### src/rtl/alu_pkg.sv
// Shared definitions for the 4-bit ALU datapath back end: default widths,
// the product accumulator state encoding and a reference saturating add.
package alu_pkg;

  localparam int DEF_PROD_W = 8;
  localparam int DEF_ACC_W  = 12;
  localparam int DEF_CNT_W  = 4;

  typedef enum logic [1:0] {
    IDLE = 2'd0,
    ACC  = 2'd1,
    HOLD = 2'd2
  } state_t;

  typedef struct packed {
    logic [DEF_ACC_W-1:0] sum;
    logic                 ovf;
  } sat_res_t;

  // Saturating add at the default widths: the carry out of the top bit
  // clamps the sum to all-ones and raises ovf.
  function automatic sat_res_t sat_add(input logic [DEF_ACC_W-1:0]  a,
                                       input logic [DEF_PROD_W-1:0] b);
    logic [DEF_ACC_W:0] wide;
    sat_res_t           res;
    wide    = {1'b0, a} + (DEF_ACC_W + 1)'(b);
    res.ovf = wide[DEF_ACC_W];
    res.sum = wide[DEF_ACC_W] ? '1 : wide[DEF_ACC_W-1:0];
    return res;
  endfunction

endpackage

### src/rtl/prod_accum_sat_adder.sv
// Combinational saturating adder: ACC_W-bit accumulator plus an unsigned
// PROD_W-bit addend, clamped to all-ones on carry out.
module sat_adder #(
  parameter int PROD_W = 8,
  parameter int ACC_W  = 12
) (
  input  logic [ACC_W-1:0]  a,
  input  logic [PROD_W-1:0] b,
  output logic [ACC_W-1:0]  sum,
  output logic              ovf
);

  logic [ACC_W:0] wide;

  // Add one bit wider than the accumulator so the carry is visible.
  always_comb begin
    wide = {1'b0, a} + (ACC_W + 1)'(b);
    ovf  = wide[ACC_W];
    sum  = wide[ACC_W] ? '1 : wide[ACC_W-1:0];
  end

endmodule

### src/rtl/prod_accum.sv
// Multiply-accumulate back end: sums a burst of multiplier products and
// presents one registered result per burst.
//
// Handshake: a transfer happens on a rising edge where valid and ready are
// both high. in_ready is combinational (low while a result is held and not
// being drained, and low during clr); out_valid is registered and the result
// fields stay stable until out_ready is seen or clr discards the result.
module prod_accum
  import alu_pkg::*;
#(
  parameter int PROD_W = DEF_PROD_W,
  parameter int ACC_W  = DEF_ACC_W,
  parameter int CNT_W  = DEF_CNT_W
) (
  input  logic              clk,
  input  logic              rst_n,
  input  logic              clr,
  input  logic              in_valid,
  output logic              in_ready,
  input  logic [PROD_W-1:0] in_pro,
  input  logic              in_last,
  output logic              out_valid,
  input  logic              out_ready,
  output logic [ACC_W-1:0]  out_sum,
  output logic [CNT_W-1:0]  out_count,
  output logic              out_ovf
);

  localparam logic [CNT_W-1:0] CNT_MAX = '1;

  state_t           state;
  state_t           state_nx;
  logic [ACC_W-1:0] acc;
  logic [CNT_W-1:0] cnt;
  logic             ovf;

  logic [ACC_W-1:0] add_sum;
  logic             add_ovf;
  logic [ACC_W-1:0] acc_beat;
  logic [CNT_W-1:0] cnt_beat;
  logic             ovf_beat;
  logic             accept;
  logic             fresh;
  logic             burst_end;

  sat_adder #(
    .PROD_W(PROD_W),
    .ACC_W (ACC_W)
  ) u_add (
    .a  (acc),
    .b  (in_pro),
    .sum(add_sum),
    .ovf(add_ovf)
  );

  assign in_ready  = ~clr & ((state != HOLD) | out_ready);
  assign accept    = in_valid & in_ready;
  // A beat seen outside ACC (IDLE, or HOLD while draining) opens a new burst.
  assign fresh     = (state != ACC);
  assign out_valid = (state == HOLD);

  // Values the accumulator takes if the presented beat is accepted.
  always_comb begin
    acc_beat  = add_sum;
    cnt_beat  = cnt + CNT_W'(1);
    ovf_beat  = ovf | add_ovf;
    if (fresh) begin
      acc_beat = ACC_W'(in_pro);
      cnt_beat = CNT_W'(1);
      ovf_beat = 1'b0;
    end
    // Hitting the count limit forces the end regardless of in_last.
    burst_end = in_last | (cnt_beat == CNT_MAX);
  end

  // Next-state logic; clr overrides everything else.
  always_comb begin
    state_nx = state;
    if (clr) begin
      state_nx = IDLE;
    end else begin
      case (state)
        IDLE, ACC: begin
          if (accept) state_nx = burst_end ? HOLD : ACC;
        end
        HOLD: begin
          if (accept)         state_nx = burst_end ? HOLD : ACC;
          else if (out_ready) state_nx = IDLE;
        end
        default: state_nx = IDLE;
      endcase
    end
  end

  // State register.
  always_ff @(posedge clk or negedge rst_n) begin
    if (!rst_n) state <= IDLE;
    else        state <= state_nx;
  end

  // Running sum, beat count and sticky overflow of the burst in progress.
  always_ff @(posedge clk or negedge rst_n) begin
    if (!rst_n) begin
      acc <= '0;
      cnt <= '0;
      ovf <= 1'b0;
    end else if (clr) begin
      acc <= '0;
      cnt <= '0;
      ovf <= 1'b0;
    end else if (accept) begin
      acc <= acc_beat;
      cnt <= cnt_beat;
      ovf <= ovf_beat;
    end
  end

  // Result registers load only when the ending beat moves the FSM into HOLD.
  always_ff @(posedge clk or negedge rst_n) begin
    if (!rst_n) begin
      out_sum   <= '0;
      out_count <= '0;
      out_ovf   <= 1'b0;
    end else if (!clr && accept && burst_end) begin
      out_sum   <= acc_beat;
      out_count <= cnt_beat;
      out_ovf   <= ovf_beat;
    end
  end

endmodule

### config.mk
export PLATFORM = sky130hd
export DESIGN_NAME = prod_accum
export DESIGN_NICKNAME = d
export VERILOG_FILES = /design/src/rtl/alu_pkg.sv /design/src/rtl/prod_accum_sat_adder.sv /design/src/rtl/prod_accum.sv
export SDC_FILE = /design/constraint.sdc
export NUM_CORES = 1
export LEC_CHECK = 0
export ABC_AREA = 0
export CAP_MARGIN = 20
export CORE_MARGIN = 8
export CORE_UTILIZATION = 29
export DETAILED_ROUTE_END_ITERATION = 8
export PLACE_DENSITY_LB_ADDON = 0.25
export SYNTH_ARGS = -nofsm -noshare
export SYNTH_HDL_FRONTEND = slang
export SYNTH_SLANG_ARGS = --single-unit
### constraint.sdc
create_clock -name clk -period 3.1 [get_ports clk]
set_input_delay 0.31 -clock clk [delete_from_list [all_inputs] [get_ports clk]]
set_output_delay 0.31 -clock clk [all_outputs]
set_load 0.05 [all_outputs]
Yosys cells after proc, flatten, opt, wreduce, memory -nomap -nowiden
Index checks and enable logic that the tools add are counted.

operators by class
  $add $sub $neg = 2
  eq/ne operators = 7
  mux-type cells = 16
  bitwise gates (word level) = 6
  reduce and logical (&&, ||, !) cells = 7

operators by type and width
  kind                                                 number
  two-way mux 12 bit                                   4
  adder 12 x 8 -> 13 bit                               1
  two-way mux 4 bit                                    3
  two-way mux 2 bit                                    5
  adder 4 x 1 -> 4 bit, second input constant          1
  equality test 4 bit, second input constant           1
  != test 4 x 2 -> 1 bit, second input constant        1
  one-hot mux 2 bit (2 select lines)                   1
  two-way mux 1 bit                                    3
  != test 3 bit, second input constant                 1
  OR 1 bit                                             3
  AND 1 bit                                            2
  equality test 2 x 1 -> 1 bit, second input constant  1
  equality test 2 bit, second input constant           1
  logical AND 1 bit                                    2
  logical NOT 2 bit                                    1
  != test 2 x 1 -> 1 bit, second input constant        1
  != test 2 bit, second input constant                 1
  AND reduction 2 bit                                  1
  nonzero test 2 bit                                   1
  OR reduction 2 bit                                   1
  logical NOT 1 bit                                    1
  NOT 1 bit                                            1

storage, ports and cells
  flip-flop bits (word level) = 36
  output and inout port bits = 19
  logic and storage cells = 45

Logic depth before layout (Yosys ltp)
Gate-level depths: netlist (run 1).

  word-level depth = 8
  gate-level depth with buffers = 8

Hierarchy
From an unflattened synthesis (run 1), not the netlist that was laid out.

second synthesis, totals
  cells, all modules = 217
  area, all modules = 2093.3 um2

by module, submodules not included
  module      times used  cells an instance  area each (um2)
  prod_accum  1           148                1591.5
  sat_adder   1           69                 501.7

Least setup slack after synthesis (run 1)
Ideal clock, no wire load.

  path kind = reg-to-reg
  start = register acc[0]
  end = register out_sum[2]
  library setup time = 0.125 ns
  data arrival time = 2.309 ns
  path slack = 0.667 ns
  stages on the path, launching flop included = 9
  path buffers = 1
  period minus slack after synthesis = 2.433 ns
  cell sequence = dfrtp_1 -> ha_1 -> fa_1 -> a211oi_2 -> o21ai_1 -> o2111ai_1 -> buf_2 -> a31oi_1 -> mux2_2

between the ends
  longest elaborated chain between the ends = 3

RTL lines
  element                   line                        source
  start: declaration        prod_accum.sv:33            logic [ACC_W-1:0] acc;
  start signal: assignment  prod_accum.sv:112           acc <= acc_beat;
  adder 12 x 8 -> 13 bit    prod_accum_sat_adder.sv:17  wide = {1'b0, a} + (ACC_W + 1)'(b);
  two-way mux 12 bit        prod_accum_sat_adder.sv:19  sum = wide[ACC_W] ? '1 : wide[ACC_W-1:0];
  two-way mux 12 bit        prod_accum.sv:67            if (fresh) begin
  end signal: assignment    prod_accum.sv:125           out_sum <= acc_beat;
  end: declaration          prod_accum.sv:24            output logic [ACC_W-1:0] out_sum,

Every way passes these cells.
A chain may end at the register's enable or synchronous reset.

Worst setup path in the final report (run 1)
  start = input in_pro[0]
  end = register acc[7]

between the ends
  longest elaborated chain between the ends = 5

RTL lines
  element                 line                        source
  start: declaration      prod_accum.sv:20            input logic [PROD_W-1:0] in_pro,
  adder 12 x 8 -> 13 bit  prod_accum_sat_adder.sv:17
  two-way mux 12 bit      prod_accum_sat_adder.sv:19
  two-way mux 12 bit      prod_accum.sv:67
  two-way mux 12 bit      prod_accum.sv:111           end else if (accept) begin
  two-way mux 12 bit      prod_accum.sv:107           end else if (clr) begin

Every way passes these cells. The select of a mux whose other input is x is not followed.

==> impl_results.md, run 1 <==
* Vias per inst at 5.08
* Initial antenna violation count at 0
* Post-CTS sizing at 0
* Count of cell types in the netlist at 55
* Req. time, crit path at 3.25 ns
* RSZ-0062 raised after global routing: false
* Layout overhead on the synthesized area at 24.7%
* Largest area contributor in the netlist: dfrtp_1
* Remaining routing DRC violations at 0
* Mapped Nets at 254
* Simple-gate portion of the synthesized area at 15.5%
* Status: complete, no violations
* Clock transition at the registers of the reported paths at 0.08 ns
* Num CTS Buffers at 5
* Final Skew at 0.00478 ns
* CP max FO at 4
* F_max at 359 MHz
* Row cnt at 32
* Top area cells in the synthesized netlist: dfrtp_1 40%, ha_1 5.0%, mux2_2 4.5%
* Vias in the first global route at 1822
* Main combinational cell family by area after synthesis: compound AO/OA/AOI/OAI gates
* Syn Inst Count at between 200 and 250
* First-pass GRT wire length at about 9500 um
* Mux cell area share after synthesis at 8.29%
* IO Count at 33
* Post-synth EDFFs at 0
* Drt first pass iters at 4
* Share of post-route cells with drive strength above 1 at 14.9%
* Setup total negative slack at 0 ns
* Clk sinks at 36
* Fin cells at approximately 370
* Diode count at 0
* Min cycle time layout at 2.78 ns
* Max-slew violations at 0
* Setup repair bufs after CTS at 0
* CP arrival at 2.94 ns
* CTS Root Cell: clkbuf_8
* H-tree depth at 2
* Total core area at 7610 sq um
* Syn avg cell area at between 9 and 10 sq um
* CTS tree: built
* Final std cell area, no fill at 2800 sq um
* Wirelength, routed at 5740 um
* CTS max path bufs at 2
* Pwr Density at 505 nW/um^2
* Nets@finish at 292
* Setup WS pre-CTS at approximately 0.0025 ns
* Port bufs at 32
* Worst vdd ir at 0.000262 V
* Setup Crit Path Kind: input port to flop
* Initial Util at about 30%
* Static Leak at 1.19 nW
* Syn. warnings at 0
* Post-DRT Antenna Nets at 0
* Die extent in y at 104 um
* Final Hold Fails at 0
* Worst skew pair latency at 0.29 ns
* Synth Flop Type: dfrtp_1
* Post-synthesis sequential area ratio at between 40% and 50%
* Compound-Gate Fraction of Synth Area at 23.7%
* Final setup vio count at 0
* CP endpoint kind: flop
* Crit share post-route at 89.8%
* Adder-Cell Fraction of Synth Area at 5.90%
* Maxcap violations at 0
* GPL Wtd Cong at 0.854
* Largest net degree at the start of global routing at 37
* Final WS setup at 0.316 ns
* XOR/XNOR Fraction of Synth Area at approximately 1.9%
* Drt wl/cell at 15.5 um
* Synth top area share at 40.1%
* Ys async rst share at 100%
* Synth Register Bits at 36
* Worst slew pin tran at 0.823 ns
* Worst Hold Class: input port to async pin
* Startpoint type of the worst setup path: input port
* Hold_buf cts at 0
* Vias at 1885
* Iteration-0 DRC Markers at approximately 140
* Cell area after synthesis at between 2000 and 2500 sq um
* Die W at 104 um
* Inst Count DP at 363
* Area after DPL at 2700 sq um
* Max-slew headroom at between 40% and 50%
* Tot GR Track Use at 10.7%
* Detail Placement HPWL at roughly 4200 um
* Grt ovf at 0
* DIE AREA at 10800 sq um
through the flow:
stage          hold WS, ns  utilization, %  total power (W)
2_1_floorplan       0.0144               -         0.000858
6_report             0.113            36.9          0.00142
4_1_cts              0.157            36.9          0.00143
3_3_place_gp         0.466            35.4          0.00101
5_1_grt              0.194            36.9          0.00149
3_5_place_dp         0.476            35.4          0.00101
final timing paths:
| check | slack, ns | to | startpoint | depth (start not counted) |
|---|---|---|---|---|
| worst max-delay path | 0.32 | acc[7] | in_pro[0] | 8 |
| worst min-delay path | 0.11 | out_count[3] | rst_n | 1 |
| worst max register to register | 0.41 | acc[7] | acc[0] | 7 |
| worst min register to register | 0.51 | ovf | ovf | 2 |
| max in group asynchronous | 2.47 | acc[3] | rst_n | 1 |
| min in group clk | 0.51 | ovf | ovf | 2 |
area by class of cell:
type / instances / area, sq um
sequential: 36 / 901
fill: 797 / 4800
tap: 102 / 128
clock buffer: 6 / 72.6
clock inverter: 2 / 35.0
inverter: 9 / 33.8
timing repair buffer: 42 / 390
multi-input combinational: 174 / 1240
critical path, cell delays in order:
cell and delay, ns:
clkdlybuf4s50_1 0.43, ha_1 0.23, fa_1 0.43, a211oi_2 0.34, o21ai_1 0.16, o2111a_1 0.29
nor4b_1 0.56, o21ai_0 0.17
cell families (layout without fill, tap and decap cells):
logic type | count (synthesis) | after routing
xor+xnor | 5 | 5
buf+inv | 20 | 59
simple gates | 64 | 64
mux | 15 | 15
fa+ha+maj | 10 | 10
compound gates | 80 | 80
flops | 36 | 36
power breakdown:
part	total, W	switching, W	internal [W]
registers	0.000545	0.0000302	0.000515
logic	0.000454	0.000273	0.000181
clock network	0.000416	0.000177	0.000239
cell usage in the layout (no fill, tap or decap), drive strengths merged, types with 5 or more instances in the layout:
| cell type | instances |
|---|---|
| nor2b | 9 |
| a31oi | 6 |
| o21ai | 17 |
| a211oi | 5 |
| clkdlybuf4s50 | 31 |
| inv | 9 |
| nand3 | 5 |
| dfrtp | 36 |
| ha | 9 |
| o211ai | 5 |
| buf | 11 |
| clkbuf | 6 |
| mux2 | 14 |
| a21oi | 18 |
| nand2 | 12 |
| nor2 | 18 |
| a21o | 5 |
registers in the layout, summed over array words and instances, names as in the netlist:
name	flops
out_count	4
state	2
out_sum	12
cnt	4
ovf	1
acc	12
out_ovf	1
synth_stat cells (3+ instances only):
library cell,count
xnor2_1,4
a31oi_1,6
o211ai_1,5
and3_1,3
a211oi_1,4
o21ai_0,14
nand3_1,5
nand2_1,12
a21oi_1,18
nor2b_1,9
o22ai_1,3
inv_1,9
ha_1,9
clkbuf_1,6
o21ai_1,3
dfrtp_1,36
mux2_2,9
a21o_1,5
nor2_1,18
mux2_4,5
o2111ai_1,4
routing by layer:
| layer | global-route usage [%] | vias to the layer above | part of all wire [%] |
|---|---|---|---|
| li1 | - | 935 | - |
| met1 | 14.8 | 908 | 52 |
| met2 | 15.8 | 36 | 44 |
| met3 | 2.85 | 6 | 3.3 |
| met4 | 3.10 | 0 | 1.1 |
| met5 | 0 | - | 0 |
No activity file was read; power rests on OpenSTA's default activity.
==> inputs of run 2 (changes only) <==
Settings changed: CTS_CLUSTER_DIAMETER from default to 200.
==> results of run 2 <==
Final layout, timing and power as in run 1 (identical DEF).
==> inputs of run 3 (changes only) <==
Settings changed: CORE_UTILIZATION 29 to 50.
==> impl_results.md, run 3 (synthesis results as in run 1) <==
* Max-slew violations at 0 (unchanged)
* Largest net degree at the start of global routing at 37 (unchanged)
* Inst Count DP at 310 (-15%)
* Req. time, crit path at 3.25 ns (about the same)
* Regs by FF count: acc: 12 flops, out_sum: 12 flops
* Worst slew pin tran at 0.820 ns (-0.00322 ns)
* Pwr Density at 481 nW/um^2 (-4.8%)
* Final Skew at 0.00443 ns (-0.000351 ns)
* Most crowded layer after global routing: met2
* Drt first pass iters at 4 (unchanged)
* Comb pwr share at 34.8% (+2.7 points)
* Share of post-route cells with drive strength above 1 at 13.3% (-1.6 points)
* Leading cell types in the layout, fill and taps excluded: 36 x dfrtp_1, 31 x clkdlybuf4s50_1, 18 x a21oi_1, 18 x nor2_1, 14 x o21ai_0
* Clk sinks at 36 (unchanged)
* Sw frac at 35.0% (+1.0 points)
* Setup total negative slack at 0 ns (unchanged)
* Final setup vio count at 0 (unchanged)
* Detail Placement HPWL at 3820 um (-9.3%)
* Sequential share of power at 42.3% (+3.8 points)
* P_int at 0.000838 W (-10%)
* Min cycle time layout at 2.69 ns (-0.0911 ns)
* Post-CTS sizing at 0 (unchanged)
* IO Count at 33 (unchanged)
* Met1 GRT Util at 18.4% (+3.6 points)
* Port bufs at 32 (unchanged)
* Iteration-0 DRC Markers at 133 (-7.6%)
* F_max at 371 MHz (+3.4%)
* Initial antenna violation count at 0 (unchanged)
* Most common cell after layout, fill and taps aside: dfrtp_1
* RSZ-0062 raised after global routing: false
* Vias at 1907 (+1.2%)
* CP Buf/Inv Count at 1 (unchanged)
* Setup repair bufs after CTS at 0 (unchanged)
* CP top delay family: compound AO/OA/AOI/OAI gates
* Fin util at 61.6% (+25 points)
* Net Switching at 0.000450 W (-6.3%)
* DIE AREA at 6900 sq um (-36%)
* Vias in the first global route at 1996 (+9.5%)
* CTS tree: built
* Die W at 83.1 um (-20%)
* Setup Crit Path Kind: input port to flop
* Post-DRT Antenna Nets at 0 (unchanged)
* Max-slew headroom at 45.4% (+0.21 points)
* Fillers at 399 (-50%)
* Status: complete, no violations
* Worst Hold Class: input port to async pin
* Hold WS at 0.118 ns (+0.00534 ns)
* Met3 Use GR at 4.59% (+1.7 points)
* CTS max path bufs at 2 (unchanged)
* CP max FO at 4 (unchanged)
* Die extent in y at 83.1 um (-20%)
* Remaining routing DRC violations at 0 (unchanged)
* Final Hold Fails at 0 (unchanged)
* Row cnt at 24 (-25%)
* Static Leak at 1.15 nW (-2.8%)
* Hold_buf cts at 0 (unchanged)
* Fin cells at 315 (-15%)
* Slowest stage delay, CP at 0.47 ns (-0.09 ns)
* Wirelength, routed at 5270 um (-8.2%)
* Tot GR Track Use at 15.6% (+4.9 points)
* Nets@finish at 289 (-1.0%)
* Crit-path cells: clkdlybuf4s50_1 -> ha_1 -> fa_1 -> a211oi_2 -> o21ai_1 -> o2111a_1 -> nor4b_1 -> o21ai_0
* Diode count at 0 (unchanged)
* Clock network fraction of design power at 22.9% (-6.5 points)
* H-tree depth at 2 (unchanged)
* Drt wl/cell at 16.7 um (+8.1%)
* Vias per inst at 6.05 (+19%)
* CP max stage cell: nor4b_1
* Startpoint type of the worst setup path: input port
* First-pass GRT wire length at 9140 um (-3.4%)
* CTS Root Cell: clkbuf_8
* Layout overhead on the synthesized area at 19.2%
* Grt ovf at 0 (unchanged)
* Num CTS Buffers at 5 (unchanged)
* Worst skew pair latency at 0.28 ns (about the same)
* Total core area at 4350 sq um (-43%)
* M2 GR Usage at 26.4% (+11 points)
* CP endpoint kind: flop
* Crit share post-route at 86.9% (-2.9 points)
* Maxcap violations at 0 (unchanged)
* CP arrival at 2.84 ns (-0.10 ns)
* Worst vdd ir at 0.000304 V (+16%)
* GPL Wtd Cong at 0.928 (+8.7%)
* Clock transition at the registers of the reported paths at 0.06 ns (-0.02 ns)
* Total power at 0.00129 W (-9.0%)
* Initial Util at 51.6% (+22 points)
## run 3: final timing paths
path	startpoint	cells past startpoint	end	slack (ns)
min in group clk	out_sum[0]	1	out_sum[0]	0.51
hold / removal	rst_n	1	acc[3]	0.12
setup reg to reg	acc[0]	7	acc[7]	0.51
max in group asynchronous	rst_n	1	out_ovf	2.47
hold reg to reg	out_sum[0]	1	out_sum[0]	0.51
setup / recovery	in_pro[0]	8	acc[7]	0.41
## run 3: per-layer routing
metal	wire (um)	part of all wire, %
met5	0	0
met2	2490	47
met3	336	6.4
met1	2380	45
met4	64	1.2
## run 3: power by group through the flow
stage | clock [W] | combinational, W | sequential (W)
after CTS | 0.000306 | 0.000450 | 0.000545
after detailed placement | 0 | 0.000449 | 0.000552
after floorplan | 0 | 0.000196 | 0.000662
after global routing | 0.000325 | 0.000483 | 0.000551
final | 0.000295 | 0.000449 | 0.000545
after global placement | 0 | 0.000443 | 0.000552
## run 3: layout make-up
type,instances,area (sq um),share of cell area (%)
Multi-Input combinational cell,174,1240,46.4
Sequential cell,36,901,33.6
Timing Repair Buffer,39,368,13.7
Clock buffer,5,68.8,2.57
Tap cell,52,65.1,2.43
Inverter,9,33.8,1.26
## run 3: through the flow
step,setup slack [ns],cell area (sq um)
2_1_floorplan,0.667,2250
4_1_cts,0.439,2680
5_1_grt,0.217,2680
3_3_place_gp,0.171,2610
6_report,0.407,2680
3_5_place_dp,0.165,2610
